### config.mk
export PLATFORM = sky130hd
export DESIGN_NAME = dfa_seq_driver
export DESIGN_NICKNAME = d
export VERILOG_FILES = /design/src/rtl/dfa_seq_pkg.sv /design/src/rtl/dfa_seq_shifter.sv /design/src/rtl/dfa_seq_driver.sv
export SDC_FILE = /design/constraint.sdc
export NUM_CORES = 1
export LEC_CHECK = 0
export BUFFER_PORTS_ARGS = -buffer_cell sky130_fd_sc_hd__buf_4
export CAP_MARGIN = 20
export CORE_ASPECT_RATIO = 0.5
export CORE_MARGIN = 3
export CORE_UTILIZATION = 49
export CTS_CLUSTER_SIZE = 10
export DETAILED_ROUTE_END_ITERATION = 8
export GPL_ROUTABILITY_DRIVEN = 0
export PLACE_DENSITY = 0.76
export SYNTH_ARGS = -nofsm -noshare
export SYNTH_HDL_FRONTEND = slang
export SYNTH_SLANG_ARGS = --single-unit
export TNS_END_PERCENT = 5
### constraint.sdc
create_clock -name clk -period 1.5 [get_ports clk]
set_clock_uncertainty 0.15 [all_clocks]
set_input_delay 0.075 -clock clk [delete_from_list [all_inputs] [get_ports clk]]
set_output_delay 0.075 -clock clk [all_outputs]
set_load 0.05 [all_outputs]
### src/rtl/dfa_seq_pkg.sv
// Shared types and constants for the DFA sequence driver.
//   state_t          : driver FSM states (IDLE, SHIFT, GAP)
//   DEFAULT_MAX_LEN  : default maximum sequence length in bits
//   CNT_SAT          : saturation value of the mismatch counter
package dfa_seq_pkg;

  typedef enum logic [1:0] {
    IDLE  = 2'd0,
    SHIFT = 2'd1,
    GAP   = 2'd2
  } state_t;

  localparam int          DEFAULT_MAX_LEN = 8;
  localparam logic [7:0]  CNT_SAT         = 8'hFF;

endpackage

### src/rtl/dfa_seq_shifter.sv
// Load/shift register with a remaining-bit down-counter. On load it
// left-aligns the word so bit [len-1] leaves first, then emits one bit per
// clock until len bits have gone out.
// Ports:
//   clk, rst   : clock, asynchronous active-high reset
//   load       : latch word/len and present the first bit next cycle
//   word, len  : sequence bits and effective length (1..MAX_LEN)
//   bit_out    : serial bit (holds its last value when idle)
//   bit_valid  : bit_out carries a sequence bit
//   seq_last   : current bit is the last of the sequence
module dfa_seq_shifter #(
  parameter int MAX_LEN = dfa_seq_pkg::DEFAULT_MAX_LEN,
  parameter int LEN_W   = $clog2(MAX_LEN + 1)
) (
  input  logic               clk,
  input  logic               rst,
  input  logic               load,
  input  logic [MAX_LEN-1:0] word,
  input  logic [LEN_W-1:0]   len,
  output logic               bit_out,
  output logic               bit_valid,
  output logic               seq_last
);

  localparam logic [LEN_W-1:0] MAX_L = LEN_W'(MAX_LEN);

  logic [MAX_LEN-1:0] sreg_reg;
  logic [LEN_W-1:0]   cnt_reg;   // bits still to send after the current one
  logic [LEN_W-1:0]   shamt;
  logic [MAX_LEN-1:0] aligned;

  // Left-align so the first bit to send sits in the MSB.
  always_comb begin
    shamt   = MAX_L - len;
    aligned = word << shamt;
  end

  always_ff @(posedge clk or posedge rst) begin
    if (rst) begin
      sreg_reg  <= '0;
      cnt_reg   <= '0;
      bit_out   <= 1'b0;
      bit_valid <= 1'b0;
      seq_last  <= 1'b0;
    end else if (load) begin
      bit_out   <= aligned[MAX_LEN-1];
      sreg_reg  <= aligned << 1;
      cnt_reg   <= len - LEN_W'(1);
      bit_valid <= 1'b1;
      seq_last  <= (len == LEN_W'(1));
    end else if (bit_valid) begin
      if (seq_last) begin
        // Sequence finished; bit_out deliberately keeps the final bit.
        bit_valid <= 1'b0;
        seq_last  <= 1'b0;
      end else begin
        bit_out   <= sreg_reg[MAX_LEN-1];
        sreg_reg  <= sreg_reg << 1;
        cnt_reg   <= cnt_reg - LEN_W'(1);
        seq_last  <= (cnt_reg == LEN_W'(1));
      end
    end
  end

endmodule

### src/rtl/dfa_seq_driver.sv
// Stimulus generator for serial-input DFA recognisers. Accepts a word and a
// length through valid/ready, shifts the word out MSB-of-length first, and
// pulses seq_done with the golden "ends with 0" verdict after the last bit.
// Optional macro DFA_SEQ_CHECK_EN enables the on-board checker that compares
// dut_accept against exp_accept; without it mismatch_cnt is constant 0.
// Ports:
//   clk, rst                 : clock, asynchronous active-high reset
//   s_valid/s_ready          : request handshake
//   s_word, s_len            : sequence bits / requested length
//   bit_out, bit_valid       : serial stream to the DFA
//   seq_last                 : final bit marker
//   exp_accept, seq_done     : golden verdict and its one-cycle strobe
//   len_err                  : sticky, a request asked for more than MAX_LEN
//   dut_accept, mismatch_cnt : checker input and saturating mismatch count
module dfa_seq_driver #(
  parameter int MAX_LEN = dfa_seq_pkg::DEFAULT_MAX_LEN,
  parameter int LEN_W   = $clog2(MAX_LEN + 1),
  parameter int GAP     = 0
) (
  input  logic               clk,
  input  logic               rst,
  input  logic               s_valid,
  output logic               s_ready,
  input  logic [MAX_LEN-1:0] s_word,
  input  logic [LEN_W-1:0]   s_len,
  output logic               bit_out,
  output logic               bit_valid,
  output logic               seq_last,
  output logic               exp_accept,
  output logic               seq_done,
  output logic               len_err,
  input  logic               dut_accept,
  output logic [7:0]         mismatch_cnt
);

  import dfa_seq_pkg::*;

  localparam logic [LEN_W-1:0] MAX_L    = LEN_W'(MAX_LEN);
  // Gap counter is loaded on entry to GAP; the seq_done cycle is the first
  // gap cycle, so it counts GAP-1 down to 0.
  localparam logic [7:0]       GAP_LOAD = (GAP > 0) ? 8'(GAP - 1) : 8'd0;

  state_t           state_reg;
  logic             s_ready_reg;
  logic             seq_done_reg;
  logic             exp_accept_reg;
  logic             len_err_reg;
  logic             word0_reg;    // last bit to be sent decides the verdict
  logic [7:0]       gap_cnt_reg;

  logic             hs;
  logic             len_over;
  logic [LEN_W-1:0] len_eff;
  logic             load;

  always_comb begin
    hs       = s_valid & s_ready_reg;
    len_over = (s_len > MAX_L);
    len_eff  = len_over ? MAX_L : s_len;
    load     = hs & (len_eff != '0);
  end

  dfa_seq_shifter #(
    .MAX_LEN (MAX_LEN),
    .LEN_W   (LEN_W)
  ) u_shifter (
    .clk       (clk),
    .rst       (rst),
    .load      (load),
    .word      (s_word),
    .len       (len_eff),
    .bit_out   (bit_out),
    .bit_valid (bit_valid),
    .seq_last  (seq_last)
  );

  always_ff @(posedge clk or posedge rst) begin
    if (rst) begin
      state_reg      <= IDLE;
      s_ready_reg    <= 1'b0;
      seq_done_reg   <= 1'b0;
      exp_accept_reg <= 1'b0;
      len_err_reg    <= 1'b0;
      word0_reg      <= 1'b0;
      gap_cnt_reg    <= 8'd0;
    end else begin
      seq_done_reg <= 1'b0;
      case (state_reg)
        IDLE: begin
          s_ready_reg <= 1'b1;
          if (hs) begin
            word0_reg <= s_word[0];
            if (len_over) begin
              len_err_reg <= 1'b1;
            end
            if (len_eff == '0) begin
              // Empty string: no bits, rejected verdict next cycle.
              seq_done_reg   <= 1'b1;
              exp_accept_reg <= 1'b0;
              if (GAP == 0) begin
                state_reg   <= IDLE;
                s_ready_reg <= 1'b1;
              end else begin
                state_reg   <= dfa_seq_pkg::GAP;
                s_ready_reg <= 1'b0;
                gap_cnt_reg <= GAP_LOAD;
              end
            end else begin
              state_reg   <= SHIFT;
              s_ready_reg <= 1'b0;
            end
          end
        end
        SHIFT: begin
          s_ready_reg <= 1'b0;
          if (seq_last) begin
            seq_done_reg   <= 1'b1;
            exp_accept_reg <= ~word0_reg;
            if (GAP == 0) begin
              // Reopen in the seq_done cycle for back-to-back sequences.
              state_reg   <= IDLE;
              s_ready_reg <= 1'b1;
            end else begin
              state_reg   <= dfa_seq_pkg::GAP;
              gap_cnt_reg <= GAP_LOAD;
            end
          end
        end
        dfa_seq_pkg::GAP: begin
          if (gap_cnt_reg == 8'd0) begin
            state_reg   <= IDLE;
            s_ready_reg <= 1'b1;
          end else begin
            s_ready_reg <= 1'b0;
            gap_cnt_reg <= gap_cnt_reg - 8'd1;
          end
        end
        default: begin
          state_reg   <= IDLE;
          s_ready_reg <= 1'b0;
        end
      endcase
    end
  end

  assign s_ready    = s_ready_reg;
  assign seq_done   = seq_done_reg;
  assign exp_accept = exp_accept_reg;
  assign len_err    = len_err_reg;

`ifdef DFA_SEQ_CHECK_EN
  logic       chk_reg;           // seq_done belongs to a non-empty sequence
  logic [7:0] mismatch_cnt_reg;

  // The DFA registers the last bit on the edge that consumes it, so its
  // verdict lines up with seq_done and is sampled at the end of that cycle.
  always_ff @(posedge clk or posedge rst) begin
    if (rst) begin
      chk_reg          <= 1'b0;
      mismatch_cnt_reg <= 8'd0;
    end else begin
      chk_reg <= seq_last;
      if (seq_done_reg && chk_reg && (dut_accept != exp_accept_reg) &&
          (mismatch_cnt_reg != CNT_SAT)) begin
        mismatch_cnt_reg <= mismatch_cnt_reg + 8'd1;
      end
    end
  end

  assign mismatch_cnt = mismatch_cnt_reg;
`else
  logic unused_dut_accept;
  assign unused_dut_accept = dut_accept;
  assign mismatch_cnt      = 8'd0;
`endif

endmodule
==> results.txt <==
In the final layout, the share of cells above drive strength 1 is 0.349. Detailed placement finished with a half-perimeter wire length of 2560 um. Of the available clock period, the critical path in the final layout requires 0.979. STA classifies the critical path endpoint as a flip-flop. The path class of the tightest hold or removal check is in -> reg.

31 I/O pins were placed. For the worst setup path, the data arrival time is 1480 ps. For this design, the sink count on the clock tree is 20. By instance count, the cell type seen most on the critical path is sky130_fd_sc_hd__buf_4. Once layout is done, the placed cells without fillers occupy 1820 um^2.

The fraction of the yosys area taken by sequential cells came out at 0.346. The row count came out at 13. Measured on the finished design, the core utilization comes to 0.674. The cell area that synthesis handed to floorplanning was 1450 um^2. The run finished with clean final reports. The initial detailed-routing violation count is 49. Counting distinct cell types in the post-synthesis netlist gives 47. The proportion of netlist area held by the largest area contributor is 0.346. By area the synthesized netlist is led by sky130_fd_sc_hd__dfrtp_1 35%, sky130_fd_sc_hd__nand2_1 5.7%, sky130_fd_sc_hd__buf_4 4.7%. Subtracting the final worst setup slack from the clock period gives 1470 ps. The buffer levels on the longest clock path is 2. The later-pin clock latency in the skew report came out at 250 ps. The number of antenna diodes in the final layout is 0. The floorplan die area is 3680 um^2. Relative to the synthesized area, the layout overhead comes to 25.7%. The post-layout net count is 217. Of the total power, the clock network draws 0.118. The final hold violation count is 0. The quantity of I/O buffers inserted on ports is 21. The via count of the first global-routing pass was 1112. The internal power consumption came out at 1.64 mW. STA classifies the critical path startpoint as a primary input. In this run the worst path has a maximum fanout of 5.

Across every metal layer, demand over resource in global routing totals 0.184. The synthesis warning total is 0. The number of buffer and inverter stages on the critical path came out at 3. Across the run, the number of max-cap violations was 0. The first-pass iteration count of the detailed router came out at 4. The number of synthesized register bits came out at 20. The count of nets left with antenna violations after detail routing is 0. The biggest area contributor in the post-synthesis netlist is sky130_fd_sc_hd__dfrtp_1.

The core area came out at 2700 um^2. Setup repair after global routing could not meet its margin everywhere. The number of flip-flops under the largest register name is 7.

TritonCTS built the clock tree. The initial utilization of the core area, before any placement, comes to 0.536. The largest single stage delay on the critical path is 260 ps. The initial antenna violation count came out at 0.

The required time reported for the critical path endpoint came out at 1510 ps. The static leakage is 0.863 nW. Averaged over all synthesized cells, the footprint is 9.34 um^2. Traced cell by cell, the critical path runs through buf_6 -> nand2b_4 -> ha_4 -> xor2_2 -> buf_4 -> buf_4 -> o2111a_1 -> o32ai_2. In the synthesized netlist, the number of instances is 155. After detailed routing, the average wire length per cell comes to 14.2 um.

The clock-pin transition on the worst setup and hold timing paths is 70 ps. The kind of cell with the highest combined delay along the critical path is compound AO/OA/AOI/OAI gates. For the final routed database, the setup TNS stands at 0 ps. The total grt overflow is 0. The critical path start-end classification is in -> reg.

The library cell used most frequently in the layout, excluding fill and tap cells, is sky130_fd_sc_hd__buf_4. In this run the number of H-tree levels came out at 1. The floorplan die width came out at 82.9 um. The detail-routed via count per cell is 5.32. The relative contribution of combinational cells to total power is 0.553. Summed over all nets, the switching power comes to 1.29 mW. The post-layout total power is 2.93 mW. The worst-case vdd ir drop is 0.809 mV. The library cells used most frequently in the layout, excluding fill and tap cells, are 43 x sky130_fd_sc_hd__buf_4, 21 x sky130_fd_sc_hd__nand2_1, 20 x sky130_fd_sc_hd__dfrtp_1, 12 x sky130_fd_sc_hd__nor2_1, 11 x sky130_fd_sc_hd__a21oi_1. The switching portion of total power is 0.440. In this run the vertical extent of the chip is 44.4 um. The CTS buffer count is 3.

The final-report max-slew violation count is 0. For this design the ratio of total power to cell area is 1610 nW/um^2. The setup-violating endpoint count in the final report came out at 0. The sequential group share of total power is 0.329.

The largest net degree at the start of global routing came out at 21. The routed via count came out at 1235. Wires add up to 3300 um. The first global-routing pass estimated 5420 um of wire.

For this design, the slowest cell found on the critical path is sky130_fd_sc_hd__o32ai_2. For this run, the top clock speed supported by timing is 0.681 GHz. The cell area after placement came out at 1720 um^2.

CTS placed an instance of sky130_fd_sc_hd__clkbuf_8 at the clock tree root. The remaining routing DRC violations is 0.
==> worst paths after layout <==
kind | from | end | slack [ps] | depth (start not counted)
worst max-delay path | s_len[3] | u_shifter.bit_out | 30 | 8
worst min-delay path | s_len[3] | len_err | 90 | 3
worst max register to register | s_ready | u_shifter.sreg_reg[3] | 50 | 5
worst min register to register | word0_reg | exp_accept | 320 | 1
max in group asynchronous | rst | u_shifter.bit_out | 740 | 4
min in group asynchronous | rst | seq_done | 250 | 4
==> worst register-to-register path, delay by kind of cell (launching register included) <==
kind | cells | cell delay [ps]
compound gates | 3 | 580
buf+inv | 1 | 150
flops | 1 | 350
simple gates | 1 | 100
==> cell families after synthesis <==
group,synth area share
xor gates and xnor gates,0.0354
buffers and inverters,0.119
muxes,0.102
AOI/OAI and AO/OA,0.180
other,0.00259
and+or+nand+nor,0.181
adders and majority gates,0.0346
DFF,0.346
==> layer usage <==
layer  global-route usage  up-vias  wire [um]
li1                     -      608          -
met1                0.259      574       1630
met2                0.312       47       1430
met3               0.0316        6        181
met4               0.0293        0         65
met5                    0        -          0
==> power by group through the flow <==
stage / combinational, mW / sequential, mW / clock [mW]
after global placement: 1.53 / 0.959 / 0
after CTS: 1.59 / 0.964 / 0.351
after floorplan: 0.875 / 1.22 / 0
after global routing: 1.78 / 0.999 / 0.374
after detailed placement: 1.57 / 0.973 / 0
final: 1.62 / 0.967 / 0.346
==> area by class of cell <==
type | count | area (um^2)
Fill cell | 228 | 881
Multi-Input combinational cell | 118 | 840
Sequential cell | 20 | 500
Timing Repair Buffer | 47 | 365
Tap cell | 37 | 46.3
Clock buffer | 3 | 41.3
Inverter | 7 | 26.3
==> repair_timing <==
item,4_1_cts,5_1_grt
setup endpoints to repair,3,5
hold endpoints to repair,21,0
pin swaps,1,2
hold buffers,2,0
buffers inserted,1,0
gates resized for setup,2,7
==> cells in the mapped netlist (all sizes together) <==
master and count:
a21o 1, a21oi 12, a22o 1, a22oi 1, a31o 1, a31oi 3
a32o 1, and2 1, and3 1, buf 16, clkbuf 1, conb 1
dfrtp 20, ha 4, inv 7, mux2 2, mux2i 5, mux4 3
nand2 22, nand2b 4, nand3 5, nor2 14, nor2b 1, nor3 1
nor4 1, nor4b 1, nor4bb 1, o2111a 1, o211ai 2, o21ai 9
o21bai 1, o221ai 1, o311ai 1, o31ai 1, o32ai 1, or3 2
xnor2 2, xor2 3
==> stage by stage <==
stage	worst slack, ps	hold WS [ps]	cells
CTS	0.323	98.4	232
global route	-19.8	102	232
global placement	-265	-29.8	226
finish	32.1	85.1	232
detailed placement	-376	-27.4	226
floorplan	-372	-111	162
Power figures use the tool's default switching activity.
